$ cat src/rtl/operand_packer_if.sv
// Handshake and vector bus between the element feeder, the operand packer
// and the compute stage. master = feeder/compute side, slave = packer.
interface operand_packer_if #(
  parameter int N_ELEM = 16,
  parameter int DATA_W = 8
);
  logic                     in_valid;
  logic                     in_ready;
  logic [DATA_W-1:0]        in_a;
  logic [DATA_W-1:0]        in_b;
  logic                     out_valid;
  logic                     out_ready;
  logic [N_ELEM*DATA_W-1:0] A;
  logic [N_ELEM*DATA_W-1:0] B;
  logic [7:0]               vec_cnt;

  modport master (
    output in_valid, in_a, in_b, out_ready,
    input  in_ready, out_valid, A, B, vec_cnt
  );

  modport slave (
    input  in_valid, in_a, in_b, out_ready,
    output in_ready, out_valid, A, B, vec_cnt
  );
endinterface

$ cat src/rtl/operand_packer.sv
// operand_packer: collects N_ELEM A/B element pairs into packed vectors and
// hands them to the compute stage through a one-deep output slot. A second
// complete vector can wait in the pack buffer while the slot is occupied.
// Optional feature: define PACK_FLUSH_EN to add a flush input that closes a
// partially filled vector, padding the unwritten lanes with zero.
module operand_packer #(
  parameter int N_ELEM = 16,
  parameter int DATA_W = 8
) (
  input  logic clk,
  input  logic rst,
`ifdef PACK_FLUSH_EN
  input  logic flush,
`endif
  operand_packer_if.slave bus
);
  localparam int VEC_W = N_ELEM * DATA_W;
  localparam int CNT_W = $clog2(N_ELEM + 1);
  localparam logic [CNT_W-1:0] CNT_FULL = CNT_W'(N_ELEM);

  logic [CNT_W-1:0] count, nxt_count, post_cnt;
  logic [VEC_W-1:0] buf_a, buf_b, nxt_buf_a, nxt_buf_b;
  logic [VEC_W-1:0] fill_a, fill_b, xfer_a, xfer_b;
  logic [VEC_W-1:0] a_q, b_q;
  logic             out_valid_q;
  logic [7:0]       vec_cnt_q;
  logic             slot_free, full, ready, accept, handoff, transfer;

  assign slot_free = !out_valid_q || bus.out_ready;
  assign full      = (count == CNT_FULL);
  assign ready     = !rst && (!full || slot_free);
  assign accept    = bus.in_valid && ready;
  assign handoff   = out_valid_q && bus.out_ready;

  assign bus.in_ready  = ready;
  assign bus.out_valid = out_valid_q;
  assign bus.A         = a_q;
  assign bus.B         = b_q;
  assign bus.vec_cnt   = vec_cnt_q;

  // Next pack-buffer state, and whether a vector moves into the output slot.
  always_comb begin
    fill_a    = buf_a;
    fill_b    = buf_b;
    post_cnt  = count;
    xfer_a    = buf_a;
    xfer_b    = buf_b;
    transfer  = 1'b0;
    nxt_buf_a = buf_a;
    nxt_buf_b = buf_b;
    nxt_count = count;
    if (full) begin
      // A held vector leaves first; an element accepted now starts a new one.
      if (slot_free) begin
        transfer  = 1'b1;
        nxt_buf_a = '0;
        nxt_buf_b = '0;
        nxt_count = '0;
        if (accept) begin
          nxt_buf_a[DATA_W-1:0] = bus.in_a;
          nxt_buf_b[DATA_W-1:0] = bus.in_b;
          nxt_count             = CNT_W'(1);
        end
      end
    end else if (accept) begin
      fill_a[int'(count)*DATA_W +: DATA_W] = bus.in_a;
      fill_b[int'(count)*DATA_W +: DATA_W] = bus.in_b;
      post_cnt = count + CNT_W'(1);
      if (post_cnt == CNT_FULL) begin
        if (slot_free) begin
          // Completed vector bypasses the buffer straight into the slot.
          transfer  = 1'b1;
          xfer_a    = fill_a;
          xfer_b    = fill_b;
          nxt_buf_a = '0;
          nxt_buf_b = '0;
          nxt_count = '0;
        end else begin
          nxt_buf_a = fill_a;
          nxt_buf_b = fill_b;
          nxt_count = CNT_FULL;
        end
      end else begin
        nxt_buf_a = fill_a;
        nxt_buf_b = fill_b;
        nxt_count = post_cnt;
`ifdef PACK_FLUSH_EN
        // Unwritten lanes are already zero, so closing the vector is enough.
        if (flush) nxt_count = CNT_FULL;
`endif
      end
    end
`ifdef PACK_FLUSH_EN
    else if (flush && count != '0) begin
      nxt_count = CNT_FULL;
    end
`endif
  end

  // Register the pack buffer, output slot and handoff counter.
  always_ff @(posedge clk) begin
    if (rst) begin
      count       <= '0;
      buf_a       <= '0;
      buf_b       <= '0;
      a_q         <= '0;
      b_q         <= '0;
      out_valid_q <= 1'b0;
      vec_cnt_q   <= '0;
    end else begin
      count <= nxt_count;
      buf_a <= nxt_buf_a;
      buf_b <= nxt_buf_b;
      if (handoff) vec_cnt_q <= vec_cnt_q + 8'd1;
      if (transfer) begin
        a_q         <= xfer_a;
        b_q         <= xfer_b;
        out_valid_q <= 1'b1;
      end else if (handoff) begin
        out_valid_q <= 1'b0;
      end
    end
  end
endmodule

$ cat src/flat_wrapper.sv
// flat-port wrapper written by rule: the top's interface ports become plain ports
module operand_packer_flat 
#(
  parameter int N_ELEM = 16,
  parameter int DATA_W = 8
)
  (clk, rst, bus_in_valid, bus_in_a, bus_in_b, bus_out_ready, bus_in_ready, bus_out_valid, bus_A, bus_B, bus_vec_cnt);
  operand_packer_if #(.N_ELEM(N_ELEM), .DATA_W(DATA_W)) bus_i ();
  input  logic clk;
  input  logic rst;
  input wire logic [$bits(bus_i.in_valid)-1:0] bus_in_valid;
  input wire logic [$bits(bus_i.in_a)-1:0] bus_in_a;
  input wire logic [$bits(bus_i.in_b)-1:0] bus_in_b;
  input wire logic [$bits(bus_i.out_ready)-1:0] bus_out_ready;
  output wire logic [$bits(bus_i.in_ready)-1:0] bus_in_ready;
  output wire logic [$bits(bus_i.out_valid)-1:0] bus_out_valid;
  output wire logic [$bits(bus_i.A)-1:0] bus_A;
  output wire logic [$bits(bus_i.B)-1:0] bus_B;
  output wire logic [$bits(bus_i.vec_cnt)-1:0] bus_vec_cnt;
  assign bus_i.in_valid = bus_in_valid;
  assign bus_i.in_a = bus_in_a;
  assign bus_i.in_b = bus_in_b;
  assign bus_i.out_ready = bus_out_ready;
  assign bus_in_ready = bus_i.in_ready;
  assign bus_out_valid = bus_i.out_valid;
  assign bus_A = bus_i.A;
  assign bus_B = bus_i.B;
  assign bus_vec_cnt = bus_i.vec_cnt;
  operand_packer #(.N_ELEM(N_ELEM), .DATA_W(DATA_W)) u_core (.clk(clk), .rst(rst), .bus(bus_i));
endmodule
$ cat config.mk
export PLATFORM = sky130hd
export DESIGN_NAME = operand_packer_flat
export DESIGN_NICKNAME = d
export VERILOG_FILES = /design/src/rtl/operand_packer_if.sv /design/src/rtl/operand_packer.sv /design/src/flat_wrapper.sv
export SDC_FILE = /design/constraint.sdc
export NUM_CORES = 1
export LEC_CHECK = 0
export ABC_AREA = 1
export ABC_CLOCK_PERIOD_IN_PS = 3690
export BUFFER_PORTS_ARGS = -buffer_cell sky130_fd_sc_hd__buf_2
export CORE_ASPECT_RATIO = 1.5
export CORE_UTILIZATION = 35
export CTS_CLUSTER_DIAMETER = 150
export DETAILED_ROUTE_END_ITERATION = 8
export PLACE_DENSITY_LB_ADDON = 0.2
export REMOVE_ABC_BUFFERS = 1
export SYNTH_ARGS = -nofsm -noshare
export SYNTH_HDL_FRONTEND = slang
export SYNTH_SLANG_ARGS = --single-unit
$ cat constraint.sdc
create_clock -name clk -period 3.69 [get_ports clk]
set_clock_uncertainty 0.1 [all_clocks]
set_input_delay 0.5535 -clock clk [delete_from_list [all_inputs] [get_ports clk]]
set_output_delay 0.5535 -clock clk [all_outputs]
set_load 0.005 [all_outputs]
# [Word level (Yosys, flattened, before mapping)]
# Index checks and enable logic that the tools add are counted.
[word_totals] input_bits=20 elab_cells=61 out_inout_bits=266 ff_bits=526
[classes] addsub=3 n_shift=3 mux=34 reduce_logical=11 eq_ne=3
[ops] op="two-way mux 128 bit" count=18
[ops] op="bitwise mux 128 bit" count=2
[ops] op="variable part select 8 x 33 -> 128 bit" count=2
[ops] op="variable shift 8 x 33 -> 128 bit (first input constant)" count=1
[ops] op="negator 8 -> 33 bit" count=1
[ops] op="two-way mux 5 bit" count=5
[ops] op="two-way mux 8 bit" count=2
[ops] op="== test 5 bit (second input constant)" count=2
[ops] op="adder 8 x 1 -> 8 bit (second input constant)" count=1
[ops] op="two-way mux 1 bit" count=7
[ops] op="adder 5 x 1 -> 5 bit (second input constant)" count=1
[ops] op="nonzero test 2 bit" count=2
[ops] op="logical AND 1 bit" count=3
[ops] op="logical NOT 1 bit" count=3
[ops] op="logical OR 1 bit" count=2
[ops] op="!= test 2 x 1 -> 1 bit (second input constant)" count=1
[ops] op="AND reduction 2 bit" count=1

# [Logic depth before layout (Yosys ltp)]
# Gate-level depths: netlist of run 1.
[logic_depth] depth_word=8 ltp_mapped=19 ltp_nobuf=16

# [Worst setup path before layout of run 1]
# No wires, ideal clock.
[synth_timing] path_type="reg-to-reg" from="register u_core.count[0]" to="register u_core.buf_b[7]" slack_ns=0.404 stages_incl_launch_ff=17 setup_ns=0.132 t_required_ns=3.458 arrival_time_ns=3.054 n_path_buf=4 synth_period_minus_slack_ns=3.286 cell_sequence="dfxtp_1 -> inv_2 -> clkbuf_1 -> clkbuf_1 -> ha_1 -> inv_1 -> nor3_1 -> ha_1 -> buf_2 -> inv_1 -> o21ai_0 -> inv_1 -> nand3_1 -> clkbuf_1 -> nor2_1 -> a21oi_1 -> a21oi_1"
[synth_between] elab_chain_len=8 elab_cells_between_ends=20 classes_between="add/sub (2); eq/ne (3); shift (2); mux (7); reduce/logical (6)"
[synth_lines] item="start, declared" line_no="operand_packer.sv:21" text="logic [CNT_W-1:0] count, nxt_count, post_cnt;"
[synth_lines] item="start signal, assigned" line_no="operand_packer.sv:111" text="count <= nxt_count;"
[synth_lines] item="== test 5 bit (*)" line_no="operand_packer.sv:30" text="assign full = (count == CNT_FULL);"
[synth_lines] item="logical NOT 1 bit (*)" line_no="operand_packer.sv:31" text="assign ready = !rst && (!full || slot_free);"
[synth_lines] item="logical OR 1 bit (*)" line_no="operand_packer.sv:31"
[synth_lines] item="logical AND 1 bit (*)" line_no="operand_packer.sv:31"
[synth_lines] item="net bus_in_ready" line_no="flat_wrapper.sv:15" text="output wire logic [$bits(bus_i.in_ready)-1:0] bus_in_ready;"
[synth_lines] item="logical AND 1 bit (*)" line_no="operand_packer.sv:32" text="assign accept = bus.in_valid && ready;"
[synth_lines] item="two-way mux 8 bit" line_no="operand_packer.sv:59" text="if (accept) begin"
[synth_lines] item="two-way mux 128 bit" line_no="operand_packer.sv:54" text="if (slot_free) begin"
[synth_lines] item="two-way mux 128 bit" line_no="operand_packer.sv:52" text="if (full) begin"
[synth_lines] item="end signal, assigned" line_no="operand_packer.sv:113" text="buf_b <= nxt_buf_b;"
[synth_lines] item="end, declared" line_no="operand_packer.sv:22" text="logic [VEC_W-1:0] buf_a, buf_b, nxt_buf_a, nxt_buf_b;"
# Mark *: on every way through the listed nets, which the timed path passes. The rest lies on a longest branch. The select of a mux whose other input is x is not followed.
# A chain may end at the register's enable or synchronous reset.

# [Final worst setup path of run 1]
[layout_timing] from="register u_core.count[1]" to="output bus_in_ready"
[layout_between] elab_chain_len=4
[layout_lines] item="== test 5 bit" line_no="operand_packer.sv:30"
[layout_lines] item="logical NOT 1 bit" line_no="operand_packer.sv:31"
[layout_lines] item="logical OR 1 bit" line_no="operand_packer.sv:31"
[layout_lines] item="logical AND 1 bit" line_no="operand_packer.sv:31"
[layout_lines] item="end, declared" line_no="flat_wrapper.sv:15"
# No other way between the ends.

==> impl_metrics.json, run 1 <==
{
  "status": "complete, no violations",
  "period_needed_ns": 3.34,
  "critPathArrivalTime_ns": 2.69,
  "post_synth_xor_area_fraction_pct": 0.171,
  "relSlewSlack_pct": 34.1,
  "grt_pass1_wl_um": 139000,
  "initial_core_util_pct": 35.5,
  "avgViaCountPerCell": 5.08,
  "clkPwrFrac_pct": 46.6,
  "dieWidth_um": 226,
  "drive_above_1_share_pct": 11.7,
  "syn_area_per_cell_um2": 6.74,
  "cts-root-buf": "clkbuf_16",
  "yosys.area_share.simple_pct": 29.1,
  "netlist_top_cells_area": "dfxtp_1 40%, nand2_1 15%, a21oi_1 9.4%, inv_1 6.5%, nand3_1 5.3%",
  "finalNonFillerCells": 5043,
  "finalPower_w": 0.0119,
  "vias": 25641,
  "r2r_cells": 13,
  "drtAntennaViolNets": 0,
  "reg2reg_to": "u_core.buf_a[90]$_SDFFE_PP0P_",
  "synth_top_family_by_area": "simple AND/OR/NAND/NOR gates",
  "track_usage_pct": 23.3,
  "grt_max_degree": 202,
  "cts_resized": 0,
  "finalSetupViolCount": 0,
  "numCtsBuffers": 56,
  "synth_mux_area_share_pct": 5.09,
  "p_leak_nw": 14.2,
  "nNetsFinal": 4030,
  "grt_pass1_vias": 23106,
  "synth_compound_area_share_pct": 13.6,
  "max_freq_mhz": 299,
  "ir_drop_mv": 0.320,
  "wl_um": 91200,
  "wire_per_inst_um": 18.1,
  "cts_tree": "yes",
  "rsz0062_at_grt": "false",
  "fillers": 7983,
  "dieArea_mm2": 0.0764,
  "seq_area_mm2": 0.0105,
  "power.switching_w": 0.00302,
  "rr_startpoint": "u_core.count[1]$_SDFFE_PP0P_",
  "clk_latency_ns": 0.62,
  "rows": 122,
  "crit_type": "reg -> out",
  "htree_levels": 2,
  "drv_cap": 0,
  "clkSinkCount": 526,
  "crit_start": "u_core.count[1]$_SDFFE_PP0P_",
  "area_growth_pct": 14.2,
  "dp_cells": 4939,
  "fp.dieH_um": 338,
  "min_period_over_period_pct": 90.5,
  "ys_types": 31,
  "p_per_area_mw_per_mm2": 397,
  "ys_seq_elements": 526,
  "placed_area_mm2": 0.0283,
  "final_common_cell": "nand2_1",
  "synthAdderAreaFrac_pct": 0.238,
  "comb_power_share_pct": 5.7,
  "power.internal_w": 0.00892,
  "fin_area_mm2": 0.0301,
  "globalRouteOverflowTotal": 0,
  "synth_area_mm2": 0.0263,
  "gp_congestion": 0.827,
  "cts_hold_buf": 0,
  "multi_input_area_mm2": 0.0127,
  "yosysTopAreaCell": "dfxtp_1",
  "tightest_slew_ns": 0.989,
  "cp-start-kind": "flip-flop",
  "hp-class": "in -> reg",
  "core_mm2": 0.0742,
  "crit_end": "bus_in_ready",
  "cts_setup_buffers": 0,
  "cp_max_fo": 19,
  "finalSetupTns_ns": 0,
  "required_ns": 3.04,
  "switching_share_pct": 25.3,
  "layout_common_cells": "1052 x nand2_1, 526 x dfxtp_1, 496 x a21oi_1, 454 x inv_1, 284 x buf_2",
  "worst_hold_slack_ns": 0.195,
  "drtIter0Drc": 2040,
  "clockBufferDepth": 3,
  "synth_top_area_share_pct": 40.0,
  "clk_pin_slew_ns": 0.06,
  "grt_antenna_before_repair": 13,
  "yosysSeqAreaShare_pct": 40.0,
  "hold_viol": 0,
  "yosysWarningCount": 0,
  "r2r_slack_ns": 0.50,
  "end_kind": "output port",
  "place_hpwl_um": 57200,
  "ios": 286,
  "drv_slew": 0,
  "p_seq_share_pct": 47.6,
  "firstDrtPassIters": 5,
  "port_buffers": 285,
  "drt_drc_violations_left": 0,
  "synthCells": 3905
}
## worst min path at each step
stage               slack (ns)  depth (start not counted)                               start                                 end
finish                    0.20                          2                                 rst       u_core.buf_b[35]$_SDFFE_PP0P_
CTS                       0.17                          2                                 rst       u_core.buf_b[35]$_SDFFE_PP0P_
global route              0.20                          2                                 rst       u_core.buf_b[38]$_SDFFE_PP0P_
global placement          0.35                          2        u_core.bus.A[1]$_SDFFE_PP0P_        u_core.bus.A[1]$_SDFFE_PP0P_
detailed placement        0.35                          2  u_core.bus.vec_cnt[7]$_SDFFE_PP0P_  u_core.bus.vec_cnt[7]$_SDFFE_PP0P_
floorplan                 0.34                          2       u_core.buf_a[16]$_SDFFE_PP0P_       u_core.buf_a[16]$_SDFFE_PP0P_
## cells in the mapped netlist
library cell	count
nand3b_1	23
dfxtp_1	526
nand3_2	9
o21ai_1	42
buf_2	127
nand4_2	1
a31oi_1	1
buf_1	22
xor2_1	2
nor2_4	3
and3_1	1
clkbuf_1	126
nor2_1	163
o21ai_0	164
nor2_2	8
a21oi_1	496
nand2_1	1052
buf_4	19
mux2i_1	134
ha_1	5
nand2_2	8
buf_6	3
xor2_4	1
nand3_1	277
inv_2	12
or2_1	2
nor3_1	47
o21bai_1	7
nand4_1	168
clkinv_1	1
inv_1	455
## flip-flops by register name, summed over array words and instances (netlist names)
name / count
u_core.bus.B: 128
u_core.bus.A: 128
u_core.count: 5
u_core.bus.out_valid: 1
u_core.buf_b: 128
u_core.bus.vec_cnt: 8
u_core.buf_a: 128
## logic make-up after synthesis
family                   count (synthesis)
buffers and inverters                  765
multiplexers                           134
AND/OR/NAND/NOR                       1762
XOR/XNOR                                 3
flip-flops                             526
adder cells (fa/ha/maj)                  5
AO/OA/AOI/OAI                          710
## worst max-delay path, stage by stage (launching register included)
cell and delay, ns:
dfxtp_1 0.35, inv_1 0.07, ha_2 0.23, inv_1 0.05, nor3_1 0.29, ha_1 0.27
buf_4 0.28, inv_1 0.09, o21ai_0 0.16, inv_1 0.13, buf_2 0.15
## per-stage QoR
step	util (%)	setup slack, ns
after floorplan	-	-4.56
after global placement	38.2	0.546
after detailed placement	38.2	0.517
after CTS	40.5	0.319
after global routing	40.5	0.0786
final	40.6	0.350
## area by class of cell
type	count	area share, %
multi-input cells	2614	42.3
well taps	992	4.13
clock inverters	18	0.424
flip-flops and latches	526	35.0
diodes	6	0.0499
inverters	468	5.89
clock buffers	80	5.43
repair buffers	339	6.79
## power groups by stage
stage	Sequential (W)	Combinational [W]	Clock [W]
final	0.00569	0.000685	0.00557
after global routing	0.00569	0.000727	0.00593
after CTS	0.00569	0.000682	0.00572
after detailed placement	0.00582	0.000681	0
after global placement	0.00582	0.000683	0
after floorplan	0.00582	0.000306	0
## layer usage
metal	vias to the layer above	global-route usage [%]	part of all wire, %
li1	12875	-	-
met4	14	7.44	2.9
met5	-	0	0.083
met3	130	3.79	5.5
met2	601	39.5	48
met1	12021	29.9	43
(Power assumes the default switching activity.)
==> run 2: changes to the inputs <==
--- a/config.mk
+++ b/config.mk
@@ -12,7 +12,7 @@
 export CORE_UTILIZATION = 35
 export CTS_CLUSTER_DIAMETER = 150
 export DETAILED_ROUTE_END_ITERATION = 8
-export PLACE_DENSITY_LB_ADDON = 0.2
+export PLACE_DENSITY = 0.57
 export REMOVE_ABC_BUFFERS = 1
 export SYNTH_ARGS = -nofsm -noshare
 export SYNTH_HDL_FRONTEND = slang
==> run 2 against run 1 <==
Effect of this change:
- first-iteration DRC count is 4.5% lower
- design area rose by 0.17%
- power up 0.73%
- sequential cell count unchanged
- maximum frequency down 2.8%
- cell count about the same
- largest power group unchanged
- clock-buffer cell count grew 3
- via count grew 0.13%
- clock power grew 1%
==> impl_metrics.json, run 2 (synthesis results as in run 1) <==
{
  "cp-start-kind": "flip-flop",
  "ir_drop_mv": 0.405,
  "track_usage_pct": 23.2,
  "clk_pin_slew_ns": 0.06,
  "dieArea_mm2": 0.0764,
  "hp-class": "in -> reg",
  "r2r_slack_ns": 0.51,
  "finalSetupViolCount": 0,
  "grt_antenna_before_repair": 12,
  "rows": 122,
  "htree_levels": 2,
  "crit_slowest_cell": "buf_4",
  "cp.buffers_inverters": 6,
  "min-delay-start": "rst",
  "hold_viol": 0,
  "required_ns": 3.04,
  "final_common_cell": "nand2_1",
  "finalPower_w": 0.0120,
  "initial_core_util_pct": 35.5,
  "drive_above_1_share_pct": 11.6,
  "finalNonFillerCells": 5042,
  "avgViaCountPerCell": 5.09,
  "fp.dieH_um": 338,
  "crit_start": "u_core.count[1]$_SDFFE_PP0P_",
  "cts_resized": 0,
  "port_buffers": 285,
  "cts_hold_buf": 0,
  "rsz0062_at_grt": "false",
  "layout_common_cells": "1052 x nand2_1, 526 x dfxtp_1, 496 x a21oi_1, 454 x inv_1, 284 x buf_2",
  "grt_pass1_vias": 23265,
  "drt_drc_violations_left": 0,
  "status": "complete, no violations",
  "p_per_area_mw_per_mm2": 399,
  "period_needed_ns": 3.44,
  "crit_chain": "inv_1 > ha_2 > inv_1 > nor3_1 > ha_1 > buf_4 > inv_1 > o21ai_0 > inv_1 > buf_2",
  "rr_startpoint": "u_core.count[1]$_SDFFE_PP0P_",
  "end_kind": "output port",
  "cp_max_fo": 29,
  "tightest_slew_ns": 1.16,
  "cts-root-buf": "clkbuf_16",
  "critPathArrivalTime_ns": 2.78,
  "clkSinkCount": 526,
  "cts_tree": "yes",
  "relSlewSlack_pct": 23.0,
  "nNetsFinal": 4029,
  "worst_hold_slack_ns": 0.164,
  "clk_latency_ns": 0.64,
  "dp_cells": 4939,
  "drtAntennaViolNets": 0,
  "cpPeakStageDelay_ns": 0.37,
  "max_freq_mhz": 291,
  "crit_top_cell": "inv_1",
  "utilization_pct": 40.6,
  "gp_congestion": 0.876,
  "p_leak_nw": 14.2,
  "globalRouteOverflowTotal": 0,
  "core_mm2": 0.0742,
  "drv_cap": 0,
  "dieWidth_um": 226,
  "cts_setup_buffers": 0,
  "crit_family": "buffers and inverters",
  "area_growth_pct": 14.4,
  "wire_per_inst_um": 18.1,
  "numCtsBuffers": 55,
  "min_period_over_period_pct": 93.1,
  "clockBufferDepth": 3,
  "grt_pass1_wl_um": 139000,
  "ios": 286,
  "firstDrtPassIters": 8,
  "pre_cts_ws_ns": 0.555,
  "drv_slew": 0,
  "crit_type": "reg -> out",
  "grt_max_degree": 216,
  "wl_um": 91300,
  "place_hpwl_um": 57100,
  "setup_slack_ns": 0.253,
  "drtIter0Drc": 1948,
  "vias": 25674
}
run 2: cell count changes in the layout (fill, tap and decap cells not counted), sizes merged:
cell and delta:
clkinv -7, clkbuf +3, diode -3, inv +3, clkinvlp +2, bufinv +1
run 2: through the flow:
stage               instance area, µm²   TNS, ns
global route                     30100         0
global placement                 28300         0
detailed placement               28300         0
floorplan                        25000  -1967.69
CTS                              30100         0
finish                           30100         0
run 2: final timing paths:
check / end / cells after the start
min: u_core.count[3]$_SDFFE_PP0P_ / 2
max reg2reg: u_core.buf_b[86]$_SDFFE_PP0P_ / 12
max: bus_in_ready / 10
min reg2reg: u_core.bus.vec_cnt[7]$_SDFFE_PP0P_ / 2
run 2: final cells by class:
type                            instances  area (µm²)
Inverter                              468        1770
Tap cell                              992        1240
Fill cell                            7965       44100
Multi-Input combinational cell       2614       12700
Clock buffer                           83        1610
Clock inverter                         17         166
Antenna cell                            3        7.51
Sequential cell                       526       10500
Timing Repair Buffer                  339        2080
run 2: layer usage:
metal,share of wire [%],track usage [%]
met5,0.088,0
met2,48,39.3
met1,43,29.5
met3,5.3,3.46
met4,3.7,8.79
run 2: report_power, final:
group	switching [W]	internal (W)	leakage, nW
Combinational	0.000579	0.000119	9.13
Clock	0.00249	0.00316	0.866
Sequential	0.00000582	0.00568	4.23
